File: config.mk
export PLATFORM = sky130hd
export DESIGN_NAME = col_frame_loader_flat
export DESIGN_NICKNAME = d
export VERILOG_FILES = /design/src/rtl/cfg_frame_pkg.sv /design/src/rtl/col_frame_loader_if.sv /design/src/rtl/frame_strobe_gen.sv /design/src/rtl/col_frame_loader.sv /design/src/flat_wrapper.sv
export SDC_FILE = /design/constraint.sdc
export NUM_CORES = 1
export LEC_CHECK = 0
export BUFFER_PORTS_ARGS = -buffer_cell sky130_fd_sc_hd__clkbuf_2
export CAP_MARGIN = 0
export CORE_AREA = 3 3 222 224
export CTS_CLUSTER_DIAMETER = 40
export DETAILED_ROUTE_END_ITERATION = 16
export DIE_AREA = 0 0 225 227
export PLACE_DENSITY = 0.72
export SLEW_MARGIN = 20
export SYNTH_ARGS = -nofsm -noshare
export SYNTH_HDL_FRONTEND = slang
export SYNTH_HIERARCHICAL = 1
export SYNTH_SLANG_ARGS = --single-unit
File: constraint.sdc
create_clock -name CLK -period 1.6 [get_ports CLK]
set_input_delay 0.32 -clock CLK [delete_from_list [all_inputs] [get_ports CLK]]
set_output_delay 0.32 -clock CLK [all_outputs]
set_load 0.02 [all_outputs]
File: src/rtl/cfg_frame_pkg.sv
// Shared definitions for the column frame loader.
// Holds the header word layout, the header marker value and the loader
// state encoding used by col_frame_loader and its strobe generator.
package cfg_frame_pkg;

  // Header word layout: [31:28] marker, [27:20] column, [19:15] frame index.
  // Bits [14:0] of a header carry no meaning and are not decoded.
  localparam logic [3:0] HDR_MARKER = 4'hF;
  localparam int HDR_MSB  = 31;
  localparam int HDR_LSB  = 15;
  localparam int HDR_COL_W = 8;
  localparam int HDR_IDX_W = 5;

  typedef struct packed {
    logic [3:0]           marker;
    logic [HDR_COL_W-1:0] col;
    logic [HDR_IDX_W-1:0] idx;
  } hdr_t;

  typedef enum logic [1:0] {
    IDLE,
    DATA,
    STROBE,
    HOLD
  } state_t;

endpackage

File: src/rtl/col_frame_loader_if.sv
// Configuration word stream into the column frame loader.
//   in_data  : configuration word (header or row data)
//   in_valid : word valid, driven by the source
//   in_ready : loader can accept a word, driven by the loader
// A word moves when in_valid && in_ready in the same cycle.
interface col_frame_loader_if #(
  parameter int FrameBitsPerRow = 32
);
  logic [FrameBitsPerRow-1:0] in_data;
  logic                       in_valid;
  logic                       in_ready;

  modport master (output in_data, output in_valid, input in_ready);
  modport slave  (input in_data, input in_valid, output in_ready);
endinterface

File: src/rtl/frame_strobe_gen.sv
// One-hot frame strobe pulse generator.
// A start pulse latches the frame index; from the next cycle the matching
// strobe bit is high for exactly StrobeWidth cycles. done is high during
// the final strobe cycle so the caller can move on right after it.
//   clk, rst : clock and synchronous active-high reset (cuts a pulse short)
//   start    : begin a pulse train for index
//   index    : frame index, caller guarantees index < MaxFramesPerCol
//   strobe   : one-hot strobe lines
//   done     : last cycle of the pulse train
module frame_strobe_gen
  import cfg_frame_pkg::*;
#(
  parameter int MaxFramesPerCol = 20,
  parameter int StrobeWidth     = 1
) (
  input  logic                       clk,
  input  logic                       rst,
  input  logic                       start,
  input  logic [HDR_IDX_W-1:0]       index,
  output logic [MaxFramesPerCol-1:0] strobe,
  output logic                       done
);

  // StrobeWidth is limited to 1..4, so a 2-bit cycle counter suffices.
  localparam logic [1:0] LastCnt = 2'(StrobeWidth - 1);

  logic                 active_q;
  logic [1:0]           cnt_q;
  logic [HDR_IDX_W-1:0] idx_q;

  always_ff @(posedge clk) begin
    if (rst) begin
      active_q <= 1'b0;
      cnt_q    <= '0;
      idx_q    <= '0;
    end else if (start) begin
      active_q <= 1'b1;
      cnt_q    <= '0;
      idx_q    <= index;
    end else if (active_q) begin
      if (cnt_q == LastCnt) begin
        active_q <= 1'b0;
      end else begin
        cnt_q <= cnt_q + 2'd1;
      end
    end
  end

  assign done   = active_q && (cnt_q == LastCnt);
  assign strobe = active_q ? (MaxFramesPerCol'(1) << idx_q) : '0;

endmodule

File: src/rtl/col_frame_loader.sv
// Per-column configuration frame loader.
// Takes a header word followed by NumberOfRows data words, assembles the
// column frame in FrameData and, if the header addressed this column with a
// legal frame index, pulses one FrameStrobe line for StrobeWidth cycles and
// then raises frame_done for one cycle.
//   CLK, RST    : configuration clock, synchronous active-high reset
//   MODE        : 1 = configuration, 0 = operation (loader idle)
//   cfg         : word stream (in_data / in_valid / in_ready)
//   FrameData   : column frame data, row r at [r*FrameBitsPerRow +: FrameBitsPerRow]
//   FrameStrobe : one-hot frame latch pulse
//   frame_done  : one-cycle pulse after each strobed frame
//   err, err_clr: sticky protocol error and its clear
module col_frame_loader
  import cfg_frame_pkg::*;
#(
  parameter int MaxFramesPerCol = 20,
  parameter int FrameBitsPerRow = 32,
  parameter int NumberOfRows    = 16,
  parameter int ColumnIndex     = 0,
  parameter int StrobeWidth     = 1
) (
  input  logic                                    CLK,
  input  logic                                    RST,
  input  logic                                    MODE,
  col_frame_loader_if.slave                       cfg,
  output logic [FrameBitsPerRow*NumberOfRows-1:0] FrameData,
  output logic [MaxFramesPerCol-1:0]              FrameStrobe,
  output logic                                    frame_done,
  output logic                                    err,
  input  logic                                    err_clr
);

  localparam int RowW = (NumberOfRows > 1) ? $clog2(NumberOfRows) : 1;
  localparam logic [RowW-1:0] LastRow = RowW'(NumberOfRows - 1);

  state_t               state_q, state_d;
  logic [RowW-1:0]      row_q;
  logic                 col_match_q;
  logic [HDR_IDX_W-1:0] idx_q;
  logic                 err_q;

  hdr_t hdr;
  logic in_ready;
  logic xfer;
  logic last_row;
  logic idx_ok;
  logic strobe_start;
  logic strobe_done;
  logic err_set;

  assign hdr      = hdr_t'(cfg.in_data[HDR_MSB:HDR_LSB]);
  // Held low during reset so no word is taken in the reset cycle.
  assign in_ready = !RST && MODE && ((state_q == IDLE) || (state_q == DATA));
  assign cfg.in_ready = in_ready;
  assign xfer     = cfg.in_valid && in_ready;
  assign last_row = (row_q == LastRow);
  assign idx_ok   = 32'(idx_q) < MaxFramesPerCol;

  always_ff @(posedge CLK) begin
    if (RST) begin
      state_q <= IDLE;
    end else begin
      state_q <= state_d;
    end
  end

  // Leaving DATA on its last word: a matched legal frame strobes, a matched
  // out-of-range index is an error, and a frame for another column is
  // simply finished. Dropping MODE in DATA abandons the partial frame.
  always_comb begin
    state_d      = state_q;
    strobe_start = 1'b0;
    err_set      = 1'b0;
    case (state_q)
      IDLE: begin
        if (xfer) begin
          if (hdr.marker == HDR_MARKER) begin
            state_d = DATA;
          end else begin
            err_set = 1'b1;
          end
        end
      end
      DATA: begin
        if (!MODE) begin
          state_d = IDLE;
        end else if (xfer && last_row) begin
          if (col_match_q && idx_ok) begin
            state_d      = STROBE;
            strobe_start = 1'b1;
          end else begin
            state_d = IDLE;
            err_set = col_match_q;
          end
        end
      end
      STROBE: begin
        if (strobe_done) begin
          state_d = HOLD;
        end
      end
      HOLD: begin
        state_d = IDLE;
      end
      default: begin
        state_d = IDLE;
      end
    endcase
  end

  // Header capture, row writes and the sticky error flag. Rows are written
  // only in DATA, so FrameData cannot change while a strobe is active.
  always_ff @(posedge CLK) begin
    if (RST) begin
      row_q       <= '0;
      col_match_q <= 1'b0;
      idx_q       <= '0;
      err_q       <= 1'b0;
      FrameData   <= '0;
    end else begin
      if ((state_q == IDLE) && xfer && (hdr.marker == HDR_MARKER)) begin
        row_q       <= '0;
        col_match_q <= (hdr.col == HDR_COL_W'(ColumnIndex));
        idx_q       <= hdr.idx;
      end
      if ((state_q == DATA) && xfer) begin
        if (col_match_q) begin
          for (int r = 0; r < NumberOfRows; r++) begin
            if (row_q == RowW'(r)) begin
              FrameData[r*FrameBitsPerRow +: FrameBitsPerRow] <= cfg.in_data;
            end
          end
        end
        if (!last_row) begin
          row_q <= row_q + 1'b1;
        end
      end
      if (err_set) begin
        err_q <= 1'b1;
      end else if (err_clr) begin
        err_q <= 1'b0;
      end
    end
  end

  frame_strobe_gen #(
    .MaxFramesPerCol(MaxFramesPerCol),
    .StrobeWidth    (StrobeWidth)
  ) u_strobe_gen (
    .clk   (CLK),
    .rst   (RST),
    .start (strobe_start),
    .index (idx_q),
    .strobe(FrameStrobe),
    .done  (strobe_done)
  );

  assign frame_done = (state_q == HOLD);
  assign err        = err_q;

endmodule

File: src/flat_wrapper.sv
// flat-port wrapper written by rule: the top's interface ports become plain ports
module col_frame_loader_flat import cfg_frame_pkg::*;
#(
  parameter int MaxFramesPerCol = 20,
  parameter int FrameBitsPerRow = 32,
  parameter int NumberOfRows    = 16,
  parameter int ColumnIndex     = 0,
  parameter int StrobeWidth     = 1
)
  (CLK, RST, MODE, FrameData, FrameStrobe, frame_done, err, err_clr, cfg_in_data, cfg_in_valid, cfg_in_ready);
  col_frame_loader_if #(.FrameBitsPerRow(FrameBitsPerRow)) cfg_i ();
  input  logic CLK;
  input  logic RST;
  input  logic MODE;
  output logic [FrameBitsPerRow*NumberOfRows-1:0] FrameData;
  output logic [MaxFramesPerCol-1:0] FrameStrobe;
  output logic frame_done;
  output logic err;
  input  logic err_clr;
  input wire logic [$bits(cfg_i.in_data)-1:0] cfg_in_data;
  input wire logic [$bits(cfg_i.in_valid)-1:0] cfg_in_valid;
  output wire logic [$bits(cfg_i.in_ready)-1:0] cfg_in_ready;
  assign cfg_i.in_data = cfg_in_data;
  assign cfg_i.in_valid = cfg_in_valid;
  assign cfg_in_ready = cfg_i.in_ready;
  col_frame_loader #(.MaxFramesPerCol(MaxFramesPerCol), .FrameBitsPerRow(FrameBitsPerRow), .NumberOfRows(NumberOfRows), .ColumnIndex(ColumnIndex), .StrobeWidth(StrobeWidth)) u_core (.CLK(CLK), .RST(RST), .MODE(MODE), .cfg(cfg_i), .FrameData(FrameData), .FrameStrobe(FrameStrobe), .frame_done(frame_done), .err(err), .err_clr(err_clr));
endmodule
# Word-level counts from Yosys, hierarchy flattened
# Index checks and enable logic that the tools add are counted.
# Widths: inputs -> output; s select.
dict set report word_totals {
  register_bits 533
  inputBits 37
  word_cells 113
}
dict set report classes {
  eq_ne 23
  n_mux 26
  add_sub_neg 2
  n_shift 1
  bitwise_logic 1
  n_reduce_logical 35
  n_lt_le_gt_ge 1
}
# cell n
set ops {}
lappend ops {{$reduce_and 3->1} 16}
lappend ops {{$eq 4x4->1 const B} 9}
lappend ops {{$mux 20} 1}
lappend ops {{$shl 1x5->20 const A} 1}
lappend ops {{$eq 4x3->1 const B} 4}
lappend ops {{$mux 1} 14}
lappend ops {{$mux 2} 6}
lappend ops {{$mux 4} 3}
lappend ops {{$logic_and 1x1->1} 9}
lappend ops {{$eq 4x2->1 const B} 2}
lappend ops {{$logic_not 8->1} 1}
lappend ops {{$pmux 2 s4} 1}
lappend ops {{$lt 5x5->1 const B} 1}
lappend ops {{$add 4x1->4 const B} 1}
lappend ops {{$eq 2x2->1 const B} 2}
lappend ops {{$eq 4x1->1 const B} 1}
lappend ops {{$logic_not 2->1} 2}
lappend ops {{$logic_not 4->1} 1}
lappend ops {{$ne 2x1->1 const B} 2}
lappend ops {{$reduce_and 4->1} 1}
lappend ops {{$ne 3x3->1 const B} 1}
lappend ops {{$add 2x1->2 const B} 1}
lappend ops {{$eq 2x1->1 const B} 1}
lappend ops {{$ne 2x2->1 const B} 1}
lappend ops {{7 further kinds} 7}

# Longest topological paths before layout
dict set report logic_depth {
  word_depth 9
  ltp_mapped 8
}

# Modules after synthesis
# Netlist, hierarchy kept.
# mod area_each_um2 cells_each instances
set by_module_without_submodules {}
lappend by_module_without_submodules {col_frame_loader 18883.1 2402 1}
lappend by_module_without_submodules {frame_strobe_gen 474.2 63 1}

# Worst setup path before layout
# Ideal clock, no wire load.
dict set report synth_path {
  path_kind {in2reg}
  start {input port RST}
  end {register u_core.u_strobe_gen.idx_q[0]}
  required_time_ps 1476
  arrival_time_ps 1868
  cell_stages 7
  path_buffers 2
  setup_slack_ps -392
  cell_sequence {buf_2 nor3b_1 nand4_1 nor3_1 buf_2 mux2i_1 nor2_1}
}
dict set report synth_via {
  elab_chain_cells 8
}
# item line_no
set synth_lines {}
lappend synth_lines {{start, declared} flat_wrapper.sv:13} ;# input logic RST;
lappend synth_lines {{$logic_not 1->1} col_frame_loader.sv:53} ;# assign in_ready = !RST && MODE && ((state_q == IDLE) || (state_q == DATA));
lappend synth_lines {{$logic_and 1x1->1 (2 in a row)} col_frame_loader.sv:53}
lappend synth_lines {{net cfg_in_ready} flat_wrapper.sv:22} ;# output wire logic [$bits(cfg_i.in_ready)-1:0] cfg_in_ready;
lappend synth_lines {{$logic_and 1x1->1} col_frame_loader.sv:55} ;# assign xfer = cfg.in_valid && in_ready;
lappend synth_lines {{$logic_and 1x1->1} col_frame_loader.sv:87} ;# end else if (xfer && last_row) begin
lappend synth_lines {{$mux 1} col_frame_loader.sv:87}
lappend synth_lines {{$mux 1} col_frame_loader.sv:85} ;# if (!MODE) begin
lappend synth_lines {{$mux 1} col_frame_loader.sv:74} ;# case (state_q)
lappend synth_lines {{net u_core.strobe_start} col_frame_loader.sv:47} ;# logic strobe_start;
lappend synth_lines {{end signal, assigned} frame_strobe_gen.sv:39} ;# idx_q <= index;
lappend synth_lines {{end, declared} frame_strobe_gen.sv:29} ;# logic [HDR_IDX_W-1:0] idx_q;
# The timed path passes the listed nets, and every way through them passes these cells.
# A chain may end at the register's enable or synchronous reset.

==> insert_results.sql <==
INSERT INTO impl_metrics (metric_group, metric, value, unit) VALUES
('status', 'run_status', 'finished with violations', ''),
('status', 'failed_checks', 'setup timing', ''),
('clock_tree', 'htree_depth', '3', ''),
('yosys', 'synth-edff-count', '0', ''),
('yosys', 'avgSynthCellArea', '7.853', 'um2'),
('route', 'number_of_vias_after_detailed_routing', '21602', ''),
('floorplanning', 'start_util', '40.71', '%'),
('floorplanning', 'die_height', '227', 'um'),
('floorplanning', 'die-area', '51080', 'um2'),
('yosys', 'ys_seq_elements', '533', ''),
('yosys', 'synthesis.area', '19360', 'um2'),
('yosys', 'ys_top_cells_by_count', '1031 x nand2_1, 533 x dfxtp_1, 514 x a21oi_1, 121 x clkbuf_1, 88 x buf_2', ''),
('critical_path', 'setup.worst_path.start_class', 'register', ''),
('timing', 'fin_clk_skew', '0.03552', 'ns'),
('critical_path', 'path_class', 'register to register', ''),
('timing', 'worst_margin_pin_slew', '1.232', 'ns'),
('grt', 'grt_max_degree', '180', ''),
('flow_run', 'max-cap-violations', '0', ''),
('route', 'routed_via_density', '5.703', ''),
('critical_path', 'critical_path.n_buffers_inverters', '6', ''),
('critical_path', 'critPathMaxStageDelay', '0.38', 'ns'),
('grt', 'grt_pass1_wl', '124900', 'um'),
('timing', 'whs', '0.05538', 'ns'),
('grt', 'initial_antenna_violation_count', '2', ''),
('yosys', 'yosysUniqueCellTypes', '48', ''),
('power', 'power.density_cell_area', '1001', 'nW/um2'),
('place', 'placed_area', '23210', 'um2'),
('critical_path', 'cp_cell_sequence', 'and4bb_4 -> buf_6 -> buf_8 -> buf_12 -> buf_6 -> nand3_4 -> buf_4 -> buf_12 -> nand2_1 -> a21oi_1', ''),
('timing', 'fmaxAchievable', '509.9', 'MHz'),
('yosys', 'synth_top_flop_cell', 'dfxtp_1', ''),
('timing', 'fin_worst_setup_slack', '-0.3613', 'ns'),
('yosys', 'synth-warning-count', '6', ''),
('route', 'drt_drc_violations_left', '0', ''),
('final_layout', 'fraction_of_final_layout_cells_with_drive_strength_greater_than_1', '49.01', '%'),
('critical_path', 'cpLargestDelayFamily', 'buffers and inverters', ''),
('yosys', 'async_set_reset_flop_share_out_of_synthesis', '0', '%'),
('yosys', 'post-synth-top-area-fraction', '55.12', '%'),
('clock_tree', 'clock_sinks', '533', ''),
('clock_tree', 'cts_made_buffers', '74', ''),
('place', 'place_worst_setup_slack', '-0.1422', 'ns'),
('clock_tree', 'cts.clk_slew.worst_paths', '0.06', 'ns'),
('route', 'dr.pass1.iters', '6', ''),
('route', 'dr_iter_0_viols', '2613', ''),
('critical_path', 'worstPathRequired', '2.02', 'ns'),
('route', 'antenna_left', '0', ''),
('place', 'hpwl', '47500', 'um'),
('grt', 'first_global_vias', '19626', ''),
('yosys', 'yosys_top_cell_by_area', 'dfxtp_1', ''),
('clock_tree', 'root_buffer', 'clkbuf_16', ''),
('timing', 'finalHoldViolations', '0', ''),
('grt', 'globalRouteTotalUtil', '32.35', '%'),
('critical_path', 'critical_path_arrival', '2.38', 'ns'),
('floorplanning', 'num_io_pins', '572', ''),
('min_path', 'class_of_the_tightest_hold_or_removal_check', 'input port to register', ''),
('floorplanning', 'core_region_area', '47550', 'um2'),
('critical_path', 'critical_path_peak_fanout', '8', ''),
('floorplanning', 'placement_rows', '80', ''),
('place', 'count_of_buffers_from_port_buffering', '571', ''),
('power', 'peak_vdd_ir', '0.0008139', 'V'),
('final_layout', 'final_net_count', '3153', ''),
('final_layout', 'layoutNonFillerInstCount', '3788', ''),
('final_layout', 'area_delta_synth_final', '62.67', '%'),
('yosys', 'syn_inst', '2465', ''),
('timing', 'timing.slew.headroom', '17.86', '%'),
('timing', 'rsz_0062_raised_after_global_routing', 'true', ''),
('timing', 'setup_viol_count_final', '548', ''),
('final_layout', 'final_cell_area_excluding_filler_cells', '31490', 'um2'),
('place', 'gp_congestion', '0.8168', ''),
('timing', 'final.period_utilization', '122.6', '%'),
('yosys', 'synth_top_cells_by_area', 'dfxtp_1 55%, nand2_1 20%, a21oi_1 13%', ''),
('timing', 'layout_min_cycle_time', '1.961', 'ns');
[registers in the layout, summed over array words and instances, names as in the netlist, named ones only]
signal                        cells
u_core/FrameData                512
u_core/idx_q                      5
u_core/u_strobe_gen/idx_q         5
u_core/row_q                      4
u_core/u_strobe_gen/cnt_q         2
u_core/col_match_q                1
u_core/err                        1
u_core/state_q                    1
u_core/u_strobe_gen/active_q      1
[path summary, 6_finish.rpt]
kind                         startpoint               endpoint  slack, ns  cells past startpoint
setup / recovery               register  u_core/FrameData[298]      -0.36                     10
hold / removal          cfg_in_data[27]     u_core/col_match_q       0.06                      4
setup reg to reg               register  u_core/FrameData[298]      -0.36                     10
hold reg to reg   u_core/FrameData[194]  u_core/FrameData[194]       0.45                      2
[tightest hold or removal path, delay by kind of cell]
kind | cells | cell delay [ns]
simple gates | 2 | 0.16
compound gates | 1 | 0.04
buf+inv | 1 | 0.09
[what timing repair did]
action	in CTS	in global routing
resized for setup	482	541
hold endpoints to repair	2	0
setup endpoints to repair	205	554
buffers inserted	58	34
cloned	60	9
pin swaps	202	199
hold buffers	1	0
[logic make-up (layout without fill, tap and decap cells)]
family	count (synthesis)	count (layout)	synth area share [%]
and+or+nand+nor	1134	1135	23.58
adders and majority gates	5	5	0.3232
DFF	533	533	55.12
xor gates and xnor gates	2	2	0.09051
muxes	11	11	0.5688
other	0	2	0
AOI/OAI and AO/OA	525	525	13.73
buffers and inverters	255	960	6.586
[through the flow]
step,total power [mW],utilization (%)
2_1_floorplan,13.97,-
3_3_place_gp,14.36,48.82
3_5_place_dp,14.35,48.82
4_1_cts,31.41,62.41
5_1_grt,32.14,66.22
6_report,31.53,66.23
[cell type report]
| class | instances | area (um2) |
|---|---|---|
| Tap cell | 615 | 769.5 |
| Multi-Input combinational cell | 1678 | 10510 |
| Fill cell | 3378 | 16060 |
| Inverter | 6 | 22.52 |
| Antenna cell | 2 | 5.005 |
| Timing Repair Buffer | 818 | 6873 |
| Sequential cell | 533 | 10700 |
| Clock buffer | 87 | 2013 |
| Clock inverter | 49 | 600.6 |
[cells in the final DEF, fill, tap and decap left out, types with 13 or more instances in the layout]
cell,n
a21oi_1,277
a21oi_2,238
and3_4,15
buf_12,69
buf_16,37
buf_4,83
buf_6,49
clkbuf_16,84
clkbuf_2,548
dfxtp_1,523
inv_6,13
nand2_1,736
nand2_2,76
nand2_4,219
nand3_4,18
nor2_1,23
[metal layers]
layer / GRT usage (%) / vias up / share of wire (%)
li1: - / 9248 / -
met1: 41.03 / 10255 / 37
met2: 51.32 / 1625 / 45
met3: 8.214 / 470 / 12
met4: 16.69 / 4 / 6.8
met5: 0 / - / 0.025
[where the power goes]
| group | switching, mW | leakage, nW | internal, mW |
|---|---|---|---|
| sequential | 0.00110 | 4.30 | 13.3 |
| clock | 6.75 | 1.27 | 10.5 |
| combinational | 0.774 | 6.48 | 0.214 |
| total | 7.52 | 12.0 | 24.0 |
(Power assumes the default switching activity.)
